File: src/rtl/imem_loader.sv
// Boot-time instruction memory loader: assembles a little-endian word stream from the UART into RAM writes.
// Optional trailing checksum byte is enabled by defining IMEM_LOADER_CHECKSUM_EN.
module imem_loader #(
   parameter int DEPTH = 128
) (
   input  logic        clk,
   input  logic        reset,
   input  logic [7:0]  rx_data,
   input  logic        rx_valid,
   output logic        we,
   output logic [31:0] waddr,
   output logic [31:0] wdata,
   output logic        cpu_hold,
   output logic        done,
   output logic        error
);

`ifdef IMEM_LOADER_CHECKSUM_EN
   typedef enum logic [2:0] {LEN0, LEN1, DATA, CSUM, DONE, ERR} state_t;
   localparam state_t AfterData = CSUM;
`else
   typedef enum logic [2:0] {LEN0, LEN1, DATA, DONE, ERR} state_t;
   localparam state_t AfterData = DONE;
`endif

   localparam logic [31:0] DepthW = 32'(DEPTH);

   state_t      state_q, state_d;
   logic [15:0] count_q, count_d;
   logic [15:0] wordIdx_q, wordIdx_d;
   logic [1:0]  byteIdx_q, byteIdx_d;
   logic [23:0] asm_q, asm_d;
   logic        we_q, we_d;
   logic [31:0] waddr_q, waddr_d;
   logic [31:0] wdata_q, wdata_d;
   logic [15:0] lenFull;
`ifdef IMEM_LOADER_CHECKSUM_EN
   logic [7:0]  csum_q, csum_d;
`endif

   always_ff @(posedge clk) begin
      if (reset) begin
         state_q   <= LEN0;
         count_q   <= '0;
         wordIdx_q <= '0;
         byteIdx_q <= '0;
         asm_q     <= '0;
         we_q      <= 1'b0;
         waddr_q   <= '0;
         wdata_q   <= '0;
`ifdef IMEM_LOADER_CHECKSUM_EN
         csum_q    <= '0;
`endif
      end else begin
         state_q   <= state_d;
         count_q   <= count_d;
         wordIdx_q <= wordIdx_d;
         byteIdx_q <= byteIdx_d;
         asm_q     <= asm_d;
         we_q      <= we_d;
         waddr_q   <= waddr_d;
         wdata_q   <= wdata_d;
`ifdef IMEM_LOADER_CHECKSUM_EN
         csum_q    <= csum_d;
`endif
      end
   end

   assign lenFull = {rx_data, count_q[7:0]};

   always_comb begin
      state_d   = state_q;
      count_d   = count_q;
      wordIdx_d = wordIdx_q;
      byteIdx_d = byteIdx_q;
      asm_d     = asm_q;
      we_d      = 1'b0;
      waddr_d   = waddr_q;
      wdata_d   = wdata_q;
`ifdef IMEM_LOADER_CHECKSUM_EN
      csum_d    = csum_q;
`endif
      case (state_q)
         LEN0: begin
            if (rx_valid) begin
               count_d[7:0] = rx_data;
               state_d      = LEN1;
            end
         end
         LEN1: begin
            if (rx_valid) begin
               count_d   = lenFull;
               wordIdx_d = '0;
               byteIdx_d = '0;
               if ({16'd0, lenFull} > DepthW) begin
                  state_d = ERR;
               end else if (lenFull == 16'd0) begin
                  state_d = AfterData;
               end else begin
                  state_d = DATA;
               end
            end
         end
         DATA: begin
            if (rx_valid) begin
`ifdef IMEM_LOADER_CHECKSUM_EN
               csum_d = csum_q + rx_data;
`endif
               byteIdx_d = byteIdx_q + 2'd1;
               case (byteIdx_q)
                  2'd0: asm_d[7:0]   = rx_data;
                  2'd1: asm_d[15:8]  = rx_data;
                  2'd2: asm_d[23:16] = rx_data;
                  default: begin
                     // Fourth byte completes the word; it goes straight to wdata without passing through asm_q.
                     we_d      = 1'b1;
                     wdata_d   = {rx_data, asm_q};
                     waddr_d   = {14'd0, wordIdx_q, 2'b00};
                     wordIdx_d = wordIdx_q + 16'd1;
                     if (wordIdx_q == count_q - 16'd1) begin
                        state_d = AfterData;
                     end
                  end
               endcase
            end
         end
`ifdef IMEM_LOADER_CHECKSUM_EN
         CSUM: begin
            if (rx_valid) begin
               state_d = (rx_data == csum_q) ? DONE : ERR;
            end
         end
`endif
         default: begin
            state_d = state_q;
         end
      endcase
   end

   assign we       = we_q;
   assign waddr    = waddr_q;
   assign wdata    = wdata_q;
   assign cpu_hold = (state_q != DONE);
   assign done     = (state_q == DONE);
   assign error    = (state_q == ERR);

endmodule
File: config.mk
export PLATFORM = sky130hd
export DESIGN_NAME = imem_loader
export DESIGN_NICKNAME = d
export VERILOG_FILES = /design/src/rtl/imem_loader.sv
export SDC_FILE = /design/constraint.sdc
export NUM_CORES = 1
export LEC_CHECK = 0
export CAP_MARGIN = 30
export CORE_MARGIN = 4
export CORE_UTILIZATION = 48
export CTS_CLUSTER_DIAMETER = 30
export DETAILED_ROUTE_END_ITERATION = 10
export PLACE_DENSITY = 0.76
export SLEW_MARGIN = 20
export SYNTH_ARGS = -nofsm -noshare
export SYNTH_HDL_FRONTEND = slang
export SYNTH_SLANG_ARGS = --single-unit
File: constraint.sdc
create_clock -name clk -period 2.16 [get_ports clk]
set_clock_uncertainty 0.2 [all_clocks]
set_input_delay 0.432 -clock clk [delete_from_list [all_inputs] [get_ports clk]]
set_output_delay 0.432 -clock clk [all_outputs]
set_load 0.05 [all_outputs]
* Word level (Yosys, flattened, before mapping)
Cells that the tools add are included.
Word-level totals: bits of input ports 11, flip-flop bits (word level) 110
Operators by class: magnitude comparators 1, bitwise gates (word level) 4, reductions and logical operators 16, add/subtract/negate cells 3, equal/unequal tests 13, muxes and demuxes 18
Operators with widths (number):
- 16-bit 2-to-1 mux | 3
- 16-bit case mux with 2 select lines | 1
- 3-bit 2-to-1 mux | 6
- 3-bit AND reduction | 6
- 16-bit by 1-bit adder with 16-bit output (second input constant) | 1
- 16-bit equality test | 1
- 16-bit by 8-bit greater-than comparator with 1-bit output (second input constant) | 1
- 16-bit logical NOT | 1
- 8-bit case mux with 2 select lines | 1
- 16-bit by 1-bit subtractor with 16-bit output (second input constant) | 1
- 2-bit inequality test (second input constant) | 5
- 3-bit case mux with 3 select lines | 1
- 8-bit 2-to-1 mux | 1
- 3-bit by 2-bit equality test with 1-bit output (second input constant) | 2
- 6-bit AND reduction | 1
- 3-bit OR reduction | 2
- 2-bit 2-to-1 mux | 2
- 1-bit inverter | 4
- 2-bit case mux with 2 select lines | 1
- 4-bit AND reduction | 1
- 3-bit by 1-bit equality test with 1-bit output (second input constant) | 1
- 3-bit equality test (second input constant) | 1
- 3-bit logical NOT | 1
- 3-bit by 2-bit inequality test with 1-bit output (second input constant) | 1
- other kinds (8) | 9

* Depth between registers and ports, before layout
word-level depth 6, gate-level depth with buffers 8, depth with buffers taken out 8

* Least setup slack after synthesis
No wires, ideal clock.
kind register -> output, start point register state_q[1], end point output done, required time 1.528 ns, buffers on the path 1, arrival time 1.590 ns, stages on the path, launching flop included 5, slack -0.062 ns, cells stage by stage dfxtp_1 clkbuf_1 inv_1 or3_1 inv_1
On the way: word-level cells in the longest chain between the ends 1
RTL lines:
- start: declaration | RTL line 28 | state_t state_q, state_d;
- start signal: assignment | RTL line 55 | state_q <= state_d;
- 3-bit by 2-bit equality test with 1-bit output | RTL line 144 | assign done = (state_q == DONE);
- end: declaration | RTL line 14 | output logic done,
No other way between the ends.

* Final worst setup path
start point input rx_data[4], end point register state_q[0]
On the way: word-level cells in the longest chain between the ends 5, elaborated cells between the ends (all ways) 6, those cells by class order compare (1); mux (4); reduce/logical (1)
RTL lines:
- start: declaration | RTL line 8 | input logic [7:0] rx_data,
- branches (longest 2 deep; another with 16-bit by 8-bit greater-than comparator with 1-bit output)
- 3-bit 2-to-1 mux (*) | RTL line 95 | if ({16'd0, lenFull} > DepthW) begin
- 3-bit 2-to-1 mux (*) | RTL line 91 | if (rx_valid) begin
- 3-bit case mux with 3 select lines (*) | RTL line 83 | case (state_q)
Every way passes the cells marked *. The select of a mux whose other input is x is not followed. A chain may end at the register's enable or synchronous reset.

==> impl_metrics.json <==
{
  "clock_latency_ns": 0.37,
  "crit_fanout": 3,
  "cts_root_buf": "clkbuf_8",
  "coreArea_um2": 9774,
  "critPathLaunchType": "input pin",
  "yosysWarningCount": 0,
  "crit_path_end_kind": "flip-flop",
  "max_stage_delay_ns": 0.58,
  "drt_iter0_drc": 306,
  "drv_slew": 0,
  "row_count": 36,
  "dieHeight_um": 108.2,
  "layout-drive-gt1-share_pct": 17.09,
  "antenna_cells": 0,
  "max-cap-violations": 0,
  "fill_cells": 882,
  "synth_cell_type_count": 46,
  "dieArea_um2": 11710,
  "track_usage_pct": 20.63,
  "crit_slowest_cell": "or4_4",
  "die_w_um": 108.2,
  "fin_cells": 835,
  "grt_pass1_wl_mm": 19.56,
  "violations": "setup timing",
  "crit_arrival_ns": 2.35,
  "finalSetupTns_ns": -0.1183,
  "grt.overflow.total": 0,
  "grt_max_degree": 61,
  "yosysTopAreaCell": "dfxtp_1",
  "ys_seq_area_share_pct": 45.69,
  "route.detailed.drc": 0,
  "power_leakage_nw": 2.292,
  "synth-edff-count": 0,
  "critical_path.cell_chain": "clkdlybuf4s50_1 -> or4_4 -> nor4_4 -> o21ai_1 -> nor2_1 -> nand4_1 -> o41ai_2",
  "cts_inserted_buffers": 9,
  "status": "complete, but fails checks",
  "power_density_nw_per_um2": 642.4,
  "setup_viol": 1,
  "port_buffers": 62,
  "hpwl_mm": 8.555,
  "clock-sinks": 110,
  "gp_congestion": 0.8779,
  "path_class": "input pin to flip-flop",
  "netlist_area_um2": 4820,
  "initial_core_util_pct": 49.31,
  "min_period_ns": 2.278,
  "clock_path_buffers": 2,
  "htree_num_levels": 3,
  "dp_cells": 816,
  "tightest_slew_ns": 0.6090,
  "finalCritPeriodShare_pct": 105.5,
  "synth_most_common_cell": "nand2_1",
  "ys_ff_latch": 110,
  "synth.avg_cell_area_um2": 7.862,
  "nets": 714,
  "fmax_mhz": 438.9,
  "path_clk_slew_ns": 0.10,
  "hold_buffers": 0,
  "grt_pass1_vias": 4097,
  "setup_slack_ns": -0.1183,
  "firstDrtPassIters": 7,
  "synth_area_leaders": "dfxtp_1, nand2_1, a21oi_1",
  "cts_tree": "yes",
  "synthToLayoutAreaGrowth_pct": 24.01,
  "antenna_found_initial": 0,
  "wirelength_mm": 11.87,
  "hold_class": "input pin to flip-flop",
  "hold_ws_ns": 0.2024,
  "dr_total_vias": 4345,
  "rsz0062_at_grt": "yes",
  "ant_nets": 0,
  "synth_cells": 613,
  "ir_worst_vdd_uv": 292.8,
  "required_ns": 2.24,
  "async_reset_ff_share_pct": 0,
  "wire_per_inst_um": 14.22,
  "ios": 79,
  "slew_headroom_pct": 59.40,
  "synth_common_cells": "nand2_1, dfxtp_1, a21oi_1",
  "hold_viol": 0,
  "synth_top_area_share_pct": 45.69,
  "viasPerCell": 5.204,
  "yosys_most_used_dff": "dfxtp_1"
}
## critical path: cells and delay by family
| family | cells | cell delay, ns |
|---|---|---|
| buffers and inverters | 1 | 0.47 |
| and+or+nand+nor | 4 | 1.12 |
| AOI/OAI and AO/OA | 2 | 0.33 |
## report_power, final
group,internal (W),leakage [nW],switching [W],total [W]
Clock,0.000553,0.0961,0.000714,0.00127
Combinational,0.000197,1.30,0.000311,0.000507
Sequential,0.00205,0.891,0.0000198,0.00207
## placed cells by master (no fill, tap or decap), drive strengths merged, types with 12 or more instances in the layout
cell	n
buf	79
xnor2	22
conb	16
nand2	165
xor2	14
a21oi	94
nor2	29
nor3	13
dfxtp	110
nand3	36
dlygate4sd2	24
inv	12
## state kept, by name, indices dropped and copies added (netlist names)
signal	count
asm_q	24
byteIdx_q	2
count_q	16
state_q	3
waddr	16
wdata	32
we	1
wordIdx_q	16
## cell families (layout without fill, tap and decap cells)
logic type | count (synthesis) | after routing | share of synthesized area, %
AND/OR/NAND/NOR | 282 | 282 | 26.04
AO/OA/AOI/OAI | 110 | 110 | 12.62
flip-flops | 110 | 110 | 45.69
buffers and inverters | 65 | 139 | 6.828
XOR/XNOR | 36 | 36 | 6.542
adder cells (fa/ha/maj) | 6 | 6 | 1.558
multiplexers | 3 | 3 | 0.6490
other | 1 | 16 | 0.07781
## worst paths after layout
| path | startpoint | to | slack [ns] | cells past startpoint |
|---|---|---|---|---|
| min reg2reg | waddr[5] | waddr[5] | 0.26 | 2 |
| max | rx_data[4] | state_q[0] | -0.12 | 7 |
| max reg2reg | count_q[1] | state_q[0] | -0.11 | 7 |
| min | reset | waddr[8] | 0.20 | 2 |
## timing repair
item	CTS	global route
buffers inserted	1	2
pin swaps	6	4
endpoints found under the setup margin	30	12
gates resized for setup	40	6
## area by class of cell
type,instances,area [um^2],share of cell area (%)
clock buffers,11,131.4,2.198
flip-flops and latches,110,2215,37.05
well taps,133,166.4,2.784
clock inverters,5,66.31,1.109
multi-input cells,453,2425,40.57
inverters,11,45.04,0.7536
repair buffers,112,928.4,15.53
## layer usage
| layer | wire length (um) | up-vias | global-route usage [%] |
|---|---|---|---|
| met3 | 823 | 17 | 5.075 |
| met1 | 5225 | 2007 | 27.54 |
| met4 | 200 | 0 | 6.492 |
| met5 | 0 | - | 0 |
| li1 | - | 2177 | - |
| met2 | 5621 | 144 | 32.99 |
## stage by stage
step | cell area [um^2] | utilization (%) | setup WS, ns | power (W)
global placement | 5700 | 58.32 | -0.5303 | 0.002591
floorplan | 4886 | - | 0.009899 | 0.002459
CTS | 5951 | 60.88 | -0.09420 | 0.003859
finish | 5977 | 61.15 | -0.1183 | 0.003840
detailed placement | 5700 | 58.32 | -0.5741 | 0.002595
global route | 5977 | 61.15 | -0.2551 | 0.003988
Note: power is estimated with default switching activity, not from simulation.
